--- src/rtl/imem_boot_loader.sv ---
// Instruction memory boot loader.
// Takes a framed byte stream: a 16-bit word count (MSB first), that many 16-bit
// words (MSB first), then one checksum byte. Writes each word into IM at
// consecutive addresses from BASE_ADDR. Keeps the core held until a frame with
// a good checksum has been loaded. DONE and ERROR are terminal until rst.
//
// Handshake: a byte moves when in_valid && in_ready are both high on a rising
// clk edge. in_ready is a registered output. It rises on the first edge after
// rst is released and stays high until the FSM reaches DONE or ERROR. The
// source may drop in_valid on any cycle.
module imem_boot_loader #(
   parameter logic [15:0] BASE_ADDR = 16'h0000,
   parameter int          IM_DEPTH  = 4096
) (
   input  logic        clk,
   input  logic        rst,
   input  logic        in_valid,
   input  logic [7:0]  in_data,
   output logic        in_ready,
   output logic        im_wr_en,
   output logic [15:0] im_wr_addr,
   output logic [15:0] im_wr_data,
   output logic        core_hold,
   output logic        done,
   output logic        error,
   output logic [15:0] words_loaded,
   output logic [2:0]  fsm_state
);

   typedef enum logic [2:0] {
      ST_HDR_HI = 3'd0,
      ST_HDR_LO = 3'd1,
      ST_DAT_HI = 3'd2,
      ST_DAT_LO = 3'd3,
      ST_CSUM   = 3'd4,
      ST_DONE   = 3'd5,
      ST_ERROR  = 3'd6
   } state_t;

   localparam logic [16:0] DEPTH17 = 17'(IM_DEPTH);

   state_t      state;
   logic [7:0]  hdr_hi;
   logic [15:0] n_words;
   logic [7:0]  dat_hi;
   logic [7:0]  sum;

   logic        accept;
   logic [15:0] hdr_n;
   logic [16:0] frame_end;
   logic [7:0]  sum_next;
   logic [15:0] wl_next;

   assign accept    = in_valid && in_ready;
   assign hdr_n     = {hdr_hi, in_data};
   // 17-bit sum so that a header of 16'hFFFF cannot wrap past the size check
   assign frame_end = {1'b0, BASE_ADDR} + {1'b0, hdr_n};
   assign sum_next  = sum + in_data;
   assign wl_next   = words_loaded + 16'd1;
   assign fsm_state = state;

   // Frame FSM: header decode, word assembly, IM write strobe, checksum verdict
   always_ff @(posedge clk or posedge rst) begin
      if (rst) begin
         state        <= ST_HDR_HI;
         in_ready     <= 1'b0;
         im_wr_en     <= 1'b0;
         im_wr_addr   <= 16'h0000;
         im_wr_data   <= 16'h0000;
         core_hold    <= 1'b1;
         done         <= 1'b0;
         error        <= 1'b0;
         words_loaded <= 16'h0000;
         hdr_hi       <= 8'h00;
         n_words      <= 16'h0000;
         dat_hi       <= 8'h00;
         sum          <= 8'h00;
      end else begin
         im_wr_en <= 1'b0;
         if (state != ST_DONE && state != ST_ERROR) begin
            in_ready <= 1'b1;
         end
         if (accept) begin
            sum <= sum_next;
            case (state)
               ST_HDR_HI: begin
                  hdr_hi <= in_data;
                  state  <= ST_HDR_LO;
               end
               ST_HDR_LO: begin
                  n_words <= hdr_n;
                  if (frame_end > DEPTH17) begin
                     state    <= ST_ERROR;
                     error    <= 1'b1;
                     in_ready <= 1'b0;
                  end else if (hdr_n == 16'h0000) begin
                     state <= ST_CSUM;
                  end else begin
                     state <= ST_DAT_HI;
                  end
               end
               ST_DAT_HI: begin
                  dat_hi <= in_data;
                  state  <= ST_DAT_LO;
               end
               ST_DAT_LO: begin
                  // words_loaded doubles as the index of the word being written
                  im_wr_en     <= 1'b1;
                  im_wr_addr   <= BASE_ADDR + words_loaded;
                  im_wr_data   <= {dat_hi, in_data};
                  words_loaded <= wl_next;
                  state        <= (wl_next == n_words) ? ST_CSUM : ST_DAT_HI;
               end
               ST_CSUM: begin
                  in_ready <= 1'b0;
                  if (sum_next == 8'h00) begin
                     state     <= ST_DONE;
                     done      <= 1'b1;
                     core_hold <= 1'b0;
                  end else begin
                     state <= ST_ERROR;
                     error <= 1'b1;
                  end
               end
               default: begin
               end
            endcase
         end
      end
   end

endmodule

--- config.mk ---
export PLATFORM = sky130hd
export DESIGN_NAME = imem_boot_loader
export DESIGN_NICKNAME = d
export VERILOG_FILES = /design/src/rtl/imem_boot_loader.sv
export SDC_FILE = /design/constraint.sdc
export NUM_CORES = 1
export LEC_CHECK = 0
export BUFFER_PORTS_ARGS = -buffer_cell sky130_fd_sc_hd__buf_2
export CELL_PAD_IN_SITES_DETAIL_PLACEMENT = 2
export CELL_PAD_IN_SITES_GLOBAL_PLACEMENT = 2
export CORE_MARGIN = 2
export CORE_UTILIZATION = 37
export DETAILED_ROUTE_END_ITERATION = 16
export GPL_TIMING_DRIVEN = 1
export PLACE_DENSITY_LB_ADDON = 0.1
export SYNTH_ARGS = -nofsm -noshare
export SYNTH_HDL_FRONTEND = slang
export SYNTH_SLANG_ARGS = --single-unit
--- constraint.sdc ---
create_clock -name clk -period 3.6 [get_ports clk]
set_input_delay 0.72 -clock clk [delete_from_list [all_inputs] [get_ports clk]]
set_output_delay 0.72 -clock clk [all_outputs]
set_load 0.01 [all_outputs]
==> impl_metrics.env, run 1 <==
export IMPL_rsz0062_at_grt="no"
export IMPL_arrival_ns=2.94
export IMPL_netlist_area_um2=4760
export IMPL_numCtsBuffers=9
export IMPL_placed_area_um2=5260
export IMPL_r2r_cells=8
export IMPL_ioPinCount=67
export IMPL_drtAntennaViolNets=0
export IMPL_switching_share_pct=36.8
export IMPL_htree_levels=3
export IMPL_hold_path_class="flip-flop to flip-flop"
export IMPL_critPathSlowestCell="fa_1"
export IMPL_syn_avg_cell_area_um2=10.4
export IMPL_nFillCells=1352
export IMPL_path_cells="buf_2 -> ha_1 -> fa_1 -> a211o_1 -> a21o_1 -> a2111oi_2 -> nand4bb_1 -> nor3_1 -> a211oi_1"
export IMPL_dieArea_um2=13800
export IMPL_path_class="input port to flip-flop"
export IMPL_yosysUniqueCellTypes=66
export IMPL_grt_pass1_vias=4051
export IMPL_cts_buffer_depth=2
export IMPL_p_leak_nw=2.71
export IMPL_routedWlPerCell_um=18.9
export IMPL_period_share_pct=75.7
export IMPL_antenna_found_initial=0
export IMPL_initial_utilization_pct=37.9
export IMPL_p_clk_share_pct=23.2
export IMPL_drc=0
export IMPL_fin_skew_ns=0.00892
export IMPL_die_y_um=117
export IMPL_cap_violations=0
export IMPL_gp_congestion=0.778
export IMPL_io_buffers=66
export IMPL_root_buffer="clkbuf_16"
export IMPL_min_period_ns=2.72
export IMPL_required_ns=3.82
export IMPL_synthTopCellsByArea="dfrtp_1, nand2_1, mux2_2"
export IMPL_timing_fmax_ghz=0.367
export IMPL_area_delta_synth_final_pct=16.9
export IMPL_cp_max_fo=6
export IMPL_clk_latency_ns=0.35
export IMPL_dp_hpwl_um=9490
export IMPL_core_area_um2=12600
export IMPL_ys_seq_elements=96
export IMPL_multi_input_area_um2=2230
export IMPL_fin_setup_tns_ns=0
export IMPL_p_int_w=0.00271
export IMPL_relSlewSlack_pct=55.7
export IMPL_hold_viol=0
export IMPL_cts_repair_resized=0
export IMPL_grt_overflow=0
export IMPL_drt_vias_per_instance=5.31
export IMPL_slowest_delay_ns=0.41
export IMPL_stdcell_area_um2=5570
export IMPL_nets=539
export IMPL_synth_async_reset_ratio_pct=100
export IMPL_critPathLaunchType="input port"
export IMPL_p_seq_share_pct=41.1
export IMPL_hold_path_depth=1
export IMPL_irDropWorstVdd_v=0.000326
export IMPL_wl_um=13200
export IMPL_powerDensity_nw_per_um2=771
export IMPL_seq_area_um2=2400
export IMPL_grt_first_pass_wirelength_um=22300
export IMPL_path_clk_slew_ns=0.07
export IMPL_cts_sinks=96
export IMPL_p_switching_w=0.00158
export IMPL_synth_edf_count=0
export IMPL_grtUsageTotal_pct=20.6
export IMPL_cts_setup_buffers=0
export IMPL_synth_top_area_share_pct=49.9
export IMPL_end_kind="flip-flop"
export IMPL_synth_area_leader_cell="dfrtp_1"
export IMPL_drive_gt1_share_pct=27.0
export IMPL_yosysWarnings=0
export IMPL_syn_nets=477
export IMPL_firstDrtPassIters=4
export IMPL_setup_violations=0
export IMPL_power_total_w=0.00429
export IMPL_grt_max_degree=51
export IMPL_die_x_um=117
export IMPL_n_antenna_cell=0
export IMPL_seq_area_frac_synth_pct=50.5
export IMPL_rows=41
export IMPL_vias=3687
export IMPL_hold_buffers=0
export IMPL_synthCells=456
export IMPL_status="finished clean"
export IMPL_ys_flop_type="dfrtp_1"
export IMPL_slew_violations=0
export IMPL_worstMarginPinSlew_ns=0.664
export IMPL_first_iter_violations=150
export IMPL_cts_tree="done"
export IMPL_power_frac_comb_pct=35.7
## state kept, by name (all words and copies together), names as in the netlist
register,flops
im_wr_addr,16
im_wr_data,16
n_words,16
words_loaded,16
dat_hi,8
hdr_hi,8
sum,8
fsm_state,3
core_hold,1
done,1
error,1
im_wr_en,1
in_ready,1
## synth_stat cells (3+ instances only)
master / instances
clkbuf_1: 7
nand2b_1: 3
nor4_1: 6
nor3_1: 7
xnor2_1: 22
a21o_1: 3
mux2_2: 36
a21oi_1: 6
ha_1: 9
a31oi_1: 4
nor3_2: 3
nand2_1: 111
o21ai_0: 8
buf_2: 11
nor2_1: 16
nor3b_1: 5
dfrtp_1: 95
o211ai_1: 3
nand3_1: 11
o21a_1: 4
inv_1: 8
xor2_1: 17
nand4_1: 8
## final cells by class
class                           count  area share [%]
Clock buffer                       11            4.54
Sequential cell                    96            43.2
Multi-Input combinational cell    330            40.0
Inverter                            9           0.652
Timing Repair Buffer               72            6.74
Tap cell                          172            3.87
Clock inverter                      5           0.967
## placed cells by master (no fill, tap or decap), types with 4 or more instances in the layout
master     netlist  layout
buf_2           11      66
nor2_1          16      16
nand3_1         11      11
nand2_1        111     111
a21oi_1          6       6
dfrtp_1         95      95
buf_4            1       6
nor3_1           7       7
nor4_1           6       6
xor2_1          17      17
ha_1             9       9
o21ai_0          8       8
o21a_1           4       4
xnor2_1         22      22
a31oi_1          4       4
inv_1            8       7
nand4_1          8       8
mux2_2          36      36
clkbuf_16        0       9
nor3b_1          5       5
## per-stage QoR
| stage | std cells | utilization (%) | hold slack [ns] | setup WS (ns) |
|---|---|---|---|---|
| 2_1_floorplan | 456 | - | 0.435 | 0.376 |
| 3_3_place_gp | 679 | 41.8 | 0.449 | 0.584 |
| 3_5_place_dp | 679 | 41.8 | 0.455 | 0.484 |
| 4_1_cts | 695 | 44.3 | 0.472 | 0.860 |
| 5_1_grt | 695 | 44.3 | 0.481 | 0.745 |
| 6_report | 695 | 44.3 | 0.463 | 0.875 |
## critical path: cells and delay by family
family                     cells  cell delay, ns
buffers and inverters          1            0.13
adders and majority gates      2            0.63
and+or+nand+nor                2            0.49
AOI/OAI and AO/OA              4            0.97
## path summary, 6_finish.rpt
check	to	from	slack, ns
max	fsm_state[1]$_DFFE_PP0P_	in_data[0]	0.88
min	done$_DFFE_PP0P_	done$_DFFE_PP0P_	0.46
max reg2reg	fsm_state[1]$_DFFE_PP0P_	sum[0]$_DFFE_PP0P_	1.01
min reg2reg	done$_DFFE_PP0P_	done$_DFFE_PP0P_	0.46
max in group asynchronous	words_loaded[11]$_DFFE_PP0P_	rst	2.29
min in group asynchronous	words_loaded[15]$_DFFE_PP0P_	rst	0.47
## power by group through the flow
stage               clock network [W]  registers [W]  logic, W
finish                       0.000997        0.00176   0.00153
CTS                           0.00102        0.00177   0.00156
global route                  0.00107        0.00182   0.00172
global placement                    0        0.00176   0.00146
floorplan                           0        0.00172   0.00108
detailed placement                  0        0.00179   0.00155
## cells by family (layout without fill, tap and decap cells)
group / Yosys count / after routing / synth area share, %
AOI/OAI and AO/OA: 51 / 51 / 8.20
adders and majority gates: 10 / 10 / 2.79
muxes: 36 / 36 / 8.51
buffers and inverters: 30 / 97 / 2.73
xor gates and xnor gates: 40 / 40 / 7.65
and+or+nand+nor: 193 / 193 / 19.7
DFF: 96 / 96 / 50.5
## routing by layer
metal | global-route usage, % | share of wire (%)
met5 | 0 | 0
met4 | 5.42 | 1.2
met3 | 4.22 | 3.1
met2 | 36.1 | 52
met1 | 25.9 | 44
(Power assumes the default switching activity.)
==> run 2, diff against run 1 <==
Clock period 3.6 ns to 2.83 ns, I/O delays scaled along.
==> impl_metrics.env, run 2 (synthesis results as in run 1) <==
export IMPL_slew_violations=0
export IMPL_drtAntennaViolNets=0
export IMPL_final_util_pct=45.2
export IMPL_numPlacedInstances=693
export IMPL_power_total_w=0.00546
export IMPL_end_kind="flip-flop"
export IMPL_nFillCells=1344
export IMPL_cap_violations=0
export IMPL_rsz0062_at_grt="no"
export IMPL_hold_viol=0
export IMPL_die_y_um=117
export IMPL_dieArea_um2=13800
export IMPL_core_area_um2=12600
export IMPL_antenna_found_initial=0
export IMPL_vias=3698
export IMPL_cp_max_fo=4
export IMPL_critPathLaunchType="flip-flop"
export IMPL_nets=553
export IMPL_initial_utilization_pct=37.9
export IMPL_arrival_ns=2.78
export IMPL_grt_overflow=0
export IMPL_cts_buffer_depth=2
export IMPL_worstMarginPinSlew_ns=0.775
export IMPL_rows=41
export IMPL_setup_violations=0
export IMPL_final_common_cell="nand2_1"
export IMPL_first_iter_violations=82
export IMPL_gp_congestion=0.773
export IMPL_path_clk_slew_ns=0.07
export IMPL_min_period_ns=2.55
export IMPL_timing_fmax_ghz=0.392
export IMPL_clk_latency_ns=0.35
export IMPL_root_buffer="clkbuf_16"
export IMPL_grt_first_pass_wirelength_um=22300
export IMPL_numCtsBuffers=9
export IMPL_firstDrtPassIters=5
export IMPL_fin_cells=709
export IMPL_drt_vias_per_instance=5.22
export IMPL_fin_skew_ns=0.00812
export IMPL_fin_setup_tns_ns=0
export IMPL_slowest_delay_ns=0.42
export IMPL_holdWs_ns=0.351
export IMPL_htree_levels=3
export IMPL_period_share_pct=90.1
export IMPL_cts_setup_buffers=0
export IMPL_required_ns=3.06
export IMPL_status="finished clean"
export IMPL_die_x_um=117
export IMPL_dp_hpwl_um=9710
export IMPL_relSlewSlack_pct=48.2
export IMPL_crit_end="error$_DFFE_PP0P_"
export IMPL_cp_depth=8
export IMPL_irDropWorstVdd_v=0.000397
export IMPL_grt_max_degree=37
export IMPL_io_buffers=66
export IMPL_cts_tree="done"
export IMPL_drc=0
export IMPL_path_class="flip-flop to flip-flop"
export IMPL_path_cells="ha_1 -> fa_1 -> a211o_1 -> a21o_1 -> a2111oi_2 -> nand4bb_1 -> nor2_2 -> o41ai_2"
export IMPL_wl_um=13200
export IMPL_cts_sinks=96
export IMPL_critPathLaunch="sum[0]$_DFFE_PP0P_"
export IMPL_hold_buffers=0
export IMPL_powerDensity_nw_per_um2=961
export IMPL_r2r_end="error$_DFFE_PP0P_"
export IMPL_drive_gt1_share_pct=28.9
export IMPL_critPathSlowestCell="fa_1"
export IMPL_ioPinCount=67
export IMPL_crit_buf_inv=0
export IMPL_area_delta_synth_final_pct=19.4
export IMPL_hold_path_class="input port to asynchronous set/reset pin"
export IMPL_n_antenna_cell=0
export IMPL_r2r_cells=8
export IMPL_final_cell_mix="nand2_1, dfrtp_1, buf_2, mux2_2, xnor2_1"
export IMPL_r2r_start="sum[0]$_DFFE_PP0P_"
export IMPL_crit_family="compound AO/OA/AOI/OAI gates"
export IMPL_grt_pass1_vias=4122
export IMPL_r2r_setup_slack_ns=0.28
export IMPL_cts_repair_resized=0
export IMPL_p_leak_nw=2.76
export IMPL_grtUsageTotal_pct=20.5
export IMPL_routedWlPerCell_um=18.7
[run 2: cell count changes in the layout (fill, tap and decap cells not counted), sizes merged]
cell / before / now
buf: 72 / 86
clkinvlp: 0 / 4
clkbuf: 11 / 9
clkinv: 3 / 2
inv: 10 / 9
[run 2: worst min path at each step]
stage	depth (start not counted)	endpoint	startpoint	slack [ns]
6_report	2	im_wr_data[8]$_DFFE_PP0P_	rst	0.35
5_1_grt	2	sum[0]$_DFFE_PP0P_	rst	0.40
4_1_cts	2	sum[0]$_DFFE_PP0P_	rst	0.37
3_5_place_dp	2	im_wr_addr[0]$_DFFE_PP0P_	im_wr_addr[0]$_DFFE_PP0P_	0.46
3_3_place_gp	2	im_wr_data[9]$_DFFE_PP0P_	dat_hi[1]$_DFFE_PP0P_	0.45
2_1_floorplan	2	im_wr_data[10]$_DFFE_PP0P_	dat_hi[2]$_DFFE_PP0P_	0.43
[run 2: power by group]
| part | switching, W | internal (W) | total, W | leakage (nW) |
|---|---|---|---|---|
| logic | 0.00107 | 0.000922 | 0.00199 | 1.41 |
| clock network | 0.000549 | 0.000685 | 0.00123 | 0.138 |
| registers | 0.000404 | 0.00184 | 0.00224 | 1.22 |
| total | 0.00202 | 0.00344 | 0.00546 | 2.76 |
[run 2: worst register-to-register path: stages (launching register included)]
cell	delay (ns)
dfrtp_1	0.38
ha_1	0.21
fa_1	0.42
a211o_1	0.33
a21o_1	0.19
a2111oi_2	0.35
nand4bb_1	0.23
nor2_2	0.21
o41ai_2	0.10
[run 2: metal layers]
| layer | part of all wire, % | track usage (%) |
|---|---|---|
| met4 | 1.7 | 7.00 |
| met5 | 0 | 0 |
| met3 | 2.6 | 3.39 |
| met2 | 52 | 35.9 |
| met1 | 44 | 25.7 |
[run 2: area by class of cell]
class,instances,area [µm²],area share [%]
flip-flops and latches,96,2400,42.3
multi-input cells,330,2230,39.2
repair buffers,86,505,8.89
clock buffers,9,225,3.96
well taps,172,215,3.78
clock inverters,7,71.3,1.25
inverters,9,37.5,0.660
[run 2: metrics by stage]
step	cell area [µm²]	worst slack, ns
after floorplan	4770	0.285
after global placement	5390	0.0204
after detailed placement	5390	-0.0559
after CTS	5690	0.257
after global routing	5690	0.137
final	5690	0.279
